**config.mk**
```make
export PLATFORM = sky130hd
export DESIGN_NAME = pulse_width_meter
export DESIGN_NICKNAME = d
export VERILOG_FILES = /design/src/rtl/pulse_width_meter.sv
export SDC_FILE = /design/constraint.sdc
export NUM_CORES = 1
export LEC_CHECK = 0
export CORE_MARGIN = 2
export CORE_UTILIZATION = 51
export CTS_CLUSTER_DIAMETER = 100
export CTS_CLUSTER_SIZE = 8
export DETAILED_ROUTE_END_ITERATION = 8
export GPL_TIMING_DRIVEN = 0
export PLACE_DENSITY_LB_ADDON = 0.08
export SYNTH_ARGS = -nofsm -noshare
export SYNTH_HDL_FRONTEND = slang
export SYNTH_SLANG_ARGS = --single-unit
```
**constraint.sdc**
```tcl
create_clock -name clk -period 2.78 [get_ports clk]
set_input_delay 0.556 -clock clk [delete_from_list [all_inputs] [get_ports clk]]
set_output_delay 0.556 -clock clk [all_outputs]
set_load 0.05 [all_outputs]
```
**src/rtl/pulse_width_meter.sv**
```systemverilog
// Measures the high width of a monitored signal from its rise/fall event pulses
// and queues one {width, saturated} record per completed pulse in a 2-entry FIFO.
module pulse_width_meter #(
    parameter int WIDTH = 16
) (
    input  logic             clk,
    input  logic             rst,
    input  logic             rise_i,
    input  logic             fall_i,
    input  logic             clr_i,
    output logic             out_valid,
    input  logic             out_ready,
    output logic [WIDTH-1:0] out_width,
    output logic             out_sat,
    output logic             busy_o,
    output logic             overrun_o,
    output logic             err_o
);

    // Handshake: a record transfers on any rising edge where out_valid && out_ready.
    // out_valid/out_width/out_sat come only from registers, never from out_ready,
    // and hold steady from the moment out_valid rises until the record is taken.

    typedef enum logic {
        IDLE    = 1'b0,
        MEASURE = 1'b1
    } state_t;

    localparam logic [WIDTH-1:0] CNT_MAX = '1;
    localparam logic [WIDTH-1:0] CNT_ONE = WIDTH'(1);

    state_t           state;
    logic [WIDTH-1:0] cnt;
    logic             sat;

    logic             push;
    logic             proto_err;

    logic [WIDTH-1:0] fifo_width [2];
    logic             fifo_sat   [2];
    logic             rd_ptr;
    logic             wr_ptr;
    logic [1:0]       fifo_cnt;

    logic             pop;
    logic             fifo_full;
    logic             push_ok;
    logic             push_drop;

    // Event decode: which events complete a record and which are protocol faults.
    always_comb begin
        push      = 1'b0;
        proto_err = 1'b0;
        case (state)
            IDLE: begin
                if (rise_i && fall_i) proto_err = 1'b1;
            end
            MEASURE: begin
                if (fall_i) push = 1'b1;
                if (rise_i && !fall_i) proto_err = 1'b1;
            end
            default: begin
                push      = 1'b0;
                proto_err = 1'b0;
            end
        endcase
    end

    assign pop       = out_valid && out_ready;
    assign fifo_full = (fifo_cnt == 2'd2);
    // A pop in the same cycle frees a slot, so a push into a full FIFO still lands.
    assign push_ok   = push && (!fifo_full || pop);
    assign push_drop = push && fifo_full && !pop;

    always_ff @(posedge clk) begin
        if (rst) begin
            state <= IDLE;
            cnt   <= '0;
            sat   <= 1'b0;
        end else begin
            case (state)
                IDLE: begin
                    if (rise_i && !fall_i) begin
                        state <= MEASURE;
                        cnt   <= CNT_ONE;
                        sat   <= 1'b0;
                    end
                end
                MEASURE: begin
                    if (rise_i) begin
                        // Either a lost pulse or fall-then-rise: both restart the count.
                        cnt <= CNT_ONE;
                        sat <= 1'b0;
                    end else if (fall_i) begin
                        state <= IDLE;
                        cnt   <= '0;
                        sat   <= 1'b0;
                    end else if (cnt == CNT_MAX) begin
                        sat <= 1'b1;
                    end else begin
                        cnt <= cnt + CNT_ONE;
                    end
                end
                default: begin
                    state <= IDLE;
                    cnt   <= '0;
                    sat   <= 1'b0;
                end
            endcase
        end
    end

    always_ff @(posedge clk) begin
        if (rst) begin
            rd_ptr   <= 1'b0;
            wr_ptr   <= 1'b0;
            fifo_cnt <= 2'd0;
        end else begin
            if (push_ok) begin
                fifo_width[wr_ptr] <= cnt;
                fifo_sat[wr_ptr]   <= sat;
                wr_ptr             <= ~wr_ptr;
            end
            if (pop) rd_ptr <= ~rd_ptr;
            case ({push_ok, pop})
                2'b10:   fifo_cnt <= fifo_cnt + 2'd1;
                2'b01:   fifo_cnt <= fifo_cnt - 2'd1;
                default: fifo_cnt <= fifo_cnt;
            endcase
        end
    end

    // Sticky status: a new event in the same cycle as clr_i takes priority.
    always_ff @(posedge clk) begin
        if (rst) begin
            overrun_o <= 1'b0;
            err_o     <= 1'b0;
        end else begin
            overrun_o <= push_drop | (overrun_o & ~clr_i);
            err_o     <= proto_err | (err_o & ~clr_i);
        end
    end

    assign busy_o    = (state == MEASURE);
    assign out_valid = (fifo_cnt != 2'd0);
    assign out_width = out_valid ? fifo_width[rd_ptr] : '0;
    assign out_sat   = out_valid ? fifo_sat[rd_ptr] : 1'b0;

endmodule

```
; ---- Word level (Yosys, flattened, before mapping)
; Memory sizes are Yosys's and may differ from the RTL's. A register that Yosys moved wholly into a read port is not among the register bits.
; Cells that the tools add are included.
[totals]
wordCells = 70
output_inout_bits = 21
ramBits = 34
memories = 2
regBits = 24
[op_classes]
mux = 28
n_addsub = 3
bitwise_logic = 8
n_reduce_logical = 14
eq_ne = 7
[mem_list]
columns = memory, depth, width, rd, rd_ports_with_merged_regs, wr, line
row1 = fifo_width, 2, 16, 1, 1, 1, 39  ; logic [WIDTH-1:0] fifo_width [2];
row2 = fifo_sat, 2, 1, 1, 1, 1, 40  ; logic fifo_sat [2];
[op_table]
columns = operator, n
row1 = 16-bit 2-to-1 mux, 5
row2 = 16-bit one-hot mux with 2 select lines, 1
row3 = 1-bit 2-to-1 mux, 18
row4 = "16-bit by 1-bit adder with 16-bit output, second input constant", 1
row5 = "16-bit equality test, second input constant", 1
row6 = 1-bit logical AND, 6
row7 = 1-bit one-hot mux with 2 select lines, 3
row8 = "2-bit equality test, second input constant", 2
row9 = "4-bit by 3-bit inequality test with 1-bit output, second input constant", 1
row10 = "4-bit inequality test, second input constant", 1
row11 = 1-bit NOT, 4
row12 = 2-bit one-hot mux with 2 select lines, 1
row13 = 2-bit AND reduction, 2
row14 = 2-bit nonzero test, 2
row15 = 1-bit logical NOT, 3
row16 = "2-bit by 1-bit adder with 2-bit output, second input constant", 1
row17 = 1-bit AND, 2
row18 = "2-bit by 1-bit equality test with 1-bit output, second input constant", 1
row19 = "2-bit inequality test, second input constant", 1
row20 = 1-bit bitwise OR, 2
row21 = "2-bit by 1-bit subtractor with 2-bit output, second input constant", 1
row22 = 1-bit logical OR, 1

; ---- Depth between registers and ports, before layout
[logic_depth]
depth_word = 7
ltp_mapped = 7

; ---- Worst setup path after synthesis
; OpenSTA, ideal clock, no wires.
[synth_timing]
path_kind = register to register
start = reg state, in the netlist busy_o
end = mem fifo_sat[1] (enable)
path_stages_with_launch = 5
synth_period_minus_slack_ns = 3.056
required_time_ns = 2.364
t_arrival_ns = 2.640
n_path_buf = 2
setup_slack_ns = -0.276
cell_sequence = dfxtp_1 > buf_6 > clkbuf_1 > nand3b_1 > nor3b_1
[synth_via]
elab_chain_len = 5
[synth_rtl]
columns = element, line
row1 = from (decl), 32  ; state_t state;
row2 = from (signal assigned), 77  ; state <= IDLE;
row3 = from (signal assigned), 84  ; state <= MEASURE;
row4 = from (signal assigned), 95  ; state <= IDLE;
row5 = 1-bit 2-to-1 mux, 54  ; case (state)
row6 = 1-bit logical AND, 72  ; assign push_ok = push && (!fifo_full || pop);
row7 = 1-bit 2-to-1 mux, 119  ; if (push_ok) begin
row8 = 1-bit 2-to-1 mux, 114  ; if (rst) begin
row9 = 1-bit 2-to-1 mux (not written as such), 121  ; fifo_sat[wr_ptr] <= sat;
row10 = to (decl), 40
; No other way between the ends.

==> results_dict.tcl <==
set metrics [dict create \
    status "finished clean" \
    fin_skew_ps 11.33 \
    synth_area_mm2 0.002664 \
    crit_path_start_kind "register" \
    rows 26 \
    setup_viol 0 \
    syn_to_final_growth_pct 21.09 \
    peakVddDrop_uv 302.5 \
    cts_buffer_depth 2 \
    regArea_mm2 0.001521 \
    powerDensity_mw_per_mm2 675.1 \
    fmax_ghz 0.3847 \
    die_w_um 76.27 \
    grt_pass1_vias 1769 \
    grt-ovfl-total 0 \
    antenna_found_initial 0 \
    boundaryPins 27 \
    rsz0062_at_grt "false" \
    yosysMostFrequentCell "edfxtp_1" \
    diodes 0 \
    nFillCells 435 \
    drc_errors 0 \
    die_h_um 76.27 \
    start_util_pct 52.49 \
    hp-start "sat" \
    ant_nets 0 \
    track_usage_pct 19.31 \
    grt_pass1_wl_mm 8.742 \
    period_share_pct 93.50 \
    layout.nets 278 \
    die_area_mm2 0.005817 \
    hold-worst-slack_ps 493.7 \
    wl_per_cell_um 14.91 \
    cts_tree "built" \
    drive_above_1_share_pct 9.818 \
    synth_seq_cells 59 \
    htreeDepth 3 \
    path_clk_slew_ps 70 \
    numClockSinks 59 \
    worst_pin_slew_ps 817.9 \
    multi_input_area_mm2 0.001080 \
    worstReg2RegEnd "fifo_width[1][6]" \
    worstPathRequired_ps 2220 \
    numCtsBuffers 9 \
    synth_cells 236 \
    synthArstFlopShare_pct 0 \
    netlist_top_cells_area "edfxtp_1, dfxtp_1, mux2i_1" \
    drtIter0Drc 107 \
    hold_class "register to register" \
    root_buffer "clkbuf_8" \
    finalHoldViolations 0 \
    vias 1899 \
    ys_seq_area_share_pct 57.12 \
    clk_latency_ps 330 \
    p_leak_nw 1.070 \
    rrSetupSlack_ps 430 \
    dp_hpwl_mm 3.620 \
    maxSlewHeadroom_pct 45.41 \
    drv_slew 0 \
    grt_max_degree 18 \
    dr.pass1.iters 4 \
    ys_types 46 \
    crit_type "register to output port" \
    tns_ps 0 \
    portBuffers 24 \
    crit_arrival_ps 2040 \
    worstHoldPathCells 2 \
    vias_per_cell 5.504 \
    min_period_ps 2599 \
    reg2reg_depth 4 \
    syn_avg_cell_area_um2 11.29 \
    post-cts-setup-buffer-count 0 \
    hold_end "sat" \
    power_w 0.002178 \
    cap_violations 0 \
    place.gp.congestion 0.8434 \
    post-route-util_pct 63.56 \
    cp_max_fo 10 \
    synth_edf_count 34 \
    yosysTopAreaCellShare_pct 38.33 \
    synth_common_cells "edfxtp_1, dfxtp_1, mux2i_1, nor2_1, nand2_1" \
    wl_mm 5.143 \
    synth_top_area_cell "edfxtp_1" \
    core_area_mm2 0.005075 \
    yosys_warnings 0 \
    ys.flop_type "edfxtp_1" \
    rr_startpoint "busy_o" \
    endpoint_kind "output port" \
    synth.net_count 244 \
]
[sequential cells by signal, summed over array words and instances (netlist names), named ones only]
| register | cells |
|---|---|
| fifo_width | 32 |
| cnt | 16 |
| fifo_cnt | 2 |
| fifo_sat | 2 |
| busy_o | 1 |
| err_o | 1 |
| overrun_o | 1 |
| rd_ptr | 1 |
| sat | 1 |
| wr_ptr | 1 |
[power breakdown]
part | internal (W) | leakage [nW] | switching [W] | total (W)
logic | 0.000122 | 0.444 | 0.000260 | 0.000382
clock network | 0.000525 | 0.107 | 0.000315 | 0.000840
registers | 0.000934 | 0.519 | 0.0000217 | 0.000956
total | 0.00158 | 1.07 | 0.000597 | 0.00218
[cell type report]
| type | count | area share, % |
|---|---|---|
| Buffer | 11 | 2.211 |
| Clock buffer | 11 | 4.383 |
| Clock inverter | 5 | 2.366 |
| Inverter | 5 | 0.5818 |
| Multi-Input combinational cell | 160 | 33.48 |
| Sequential cell | 59 | 47.17 |
| Tap cell | 70 | 2.715 |
| Timing Repair Buffer | 24 | 7.099 |
[routing by layer]
metal / part of all wire (%) / GRT usage (%) / vias to the layer above
li1: - / - / 944
met1: 46 / 26.33 / 904
met2: 48 / 29.56 / 45
met3: 4.1 / 5.095 / 6
met4: 1.6 / 7.636 / 0
met5: 0 / 0 / -
[per-stage QoR]
step	cells	cell area [um2]	setup slack [ps]
after global placement	330	3002	-116.8
after CTS	345	3207	108.7
after detailed placement	330	3002	-102.4
after global routing	345	3226	13.35
final	345	3226	180.7
after floorplan	236	2674	295.3
[cell families (layout without fill, tap and decap cells)]
kind of cell             after synthesis  after routing  share of synthesized area (%)
adder cells (fa/ha/maj)                2              2                         0.9393
AO/OA/AOI/OAI                         42             42                          10.47
flip-flops                            59             59                          57.12
AND/OR/NAND/NOR                       86             86                          16.96
multiplexers                          25             25                          9.394
XOR/XNOR                               5              5                          1.644
buffers and inverters                 17             56                          3.476
[critical path, cell delays in order (launching register included)]
cell and delay [ps]:
dfxtp_1 570, buf_2 380, mux2i_1 120, nor2_1 120
clkdlybuf4s15_1 520
[how the worst max path moves through the flow]
stage,start,endpoint,cells after the start
final,register,out_width[8],4
after CTS,fifo_cnt[0],out_valid,4
after detailed placement,out_ready,fifo_width[1][8],4
after global routing,register,out_width[12],4
after global placement,out_ready,fifo_width[1][8],4
after floorplan,busy_o,fifo_sat[1],4
[layout by cell type (no fill, tap or decap), drive strengths merged, types with 2 or more instances in the layout]
master / n
nand2: 16
buf: 7
o21ai: 6
o21bai: 2
xor2: 3
and4: 2
bufinv: 2
edfxtp: 34
a2111oi: 3
dfxtp: 25
nand3: 4
nor3: 4
inv: 5
o31ai: 2
or4: 3
xnor2: 2
nor2b: 3
a211oi: 7
clkdlybuf4s50: 14
dlygate4sd2: 9
mux2i: 25
nor3b: 4
nand3b: 2
ha: 2
nand2b: 10
or3: 3
nor2: 26
clkinv: 2
and3: 2
a21oi: 13
clkbuf: 15
nand4: 4
[timing repair]
| item | 4_1_cts | 5_1_grt |
|---|---|---|
| resized for setup | 12 | 4 |
| hold buffers | 0 | 0 |
| endpoints found under the setup margin | 11 | 19 |
No activity file was read; power rests on OpenSTA's default activity.
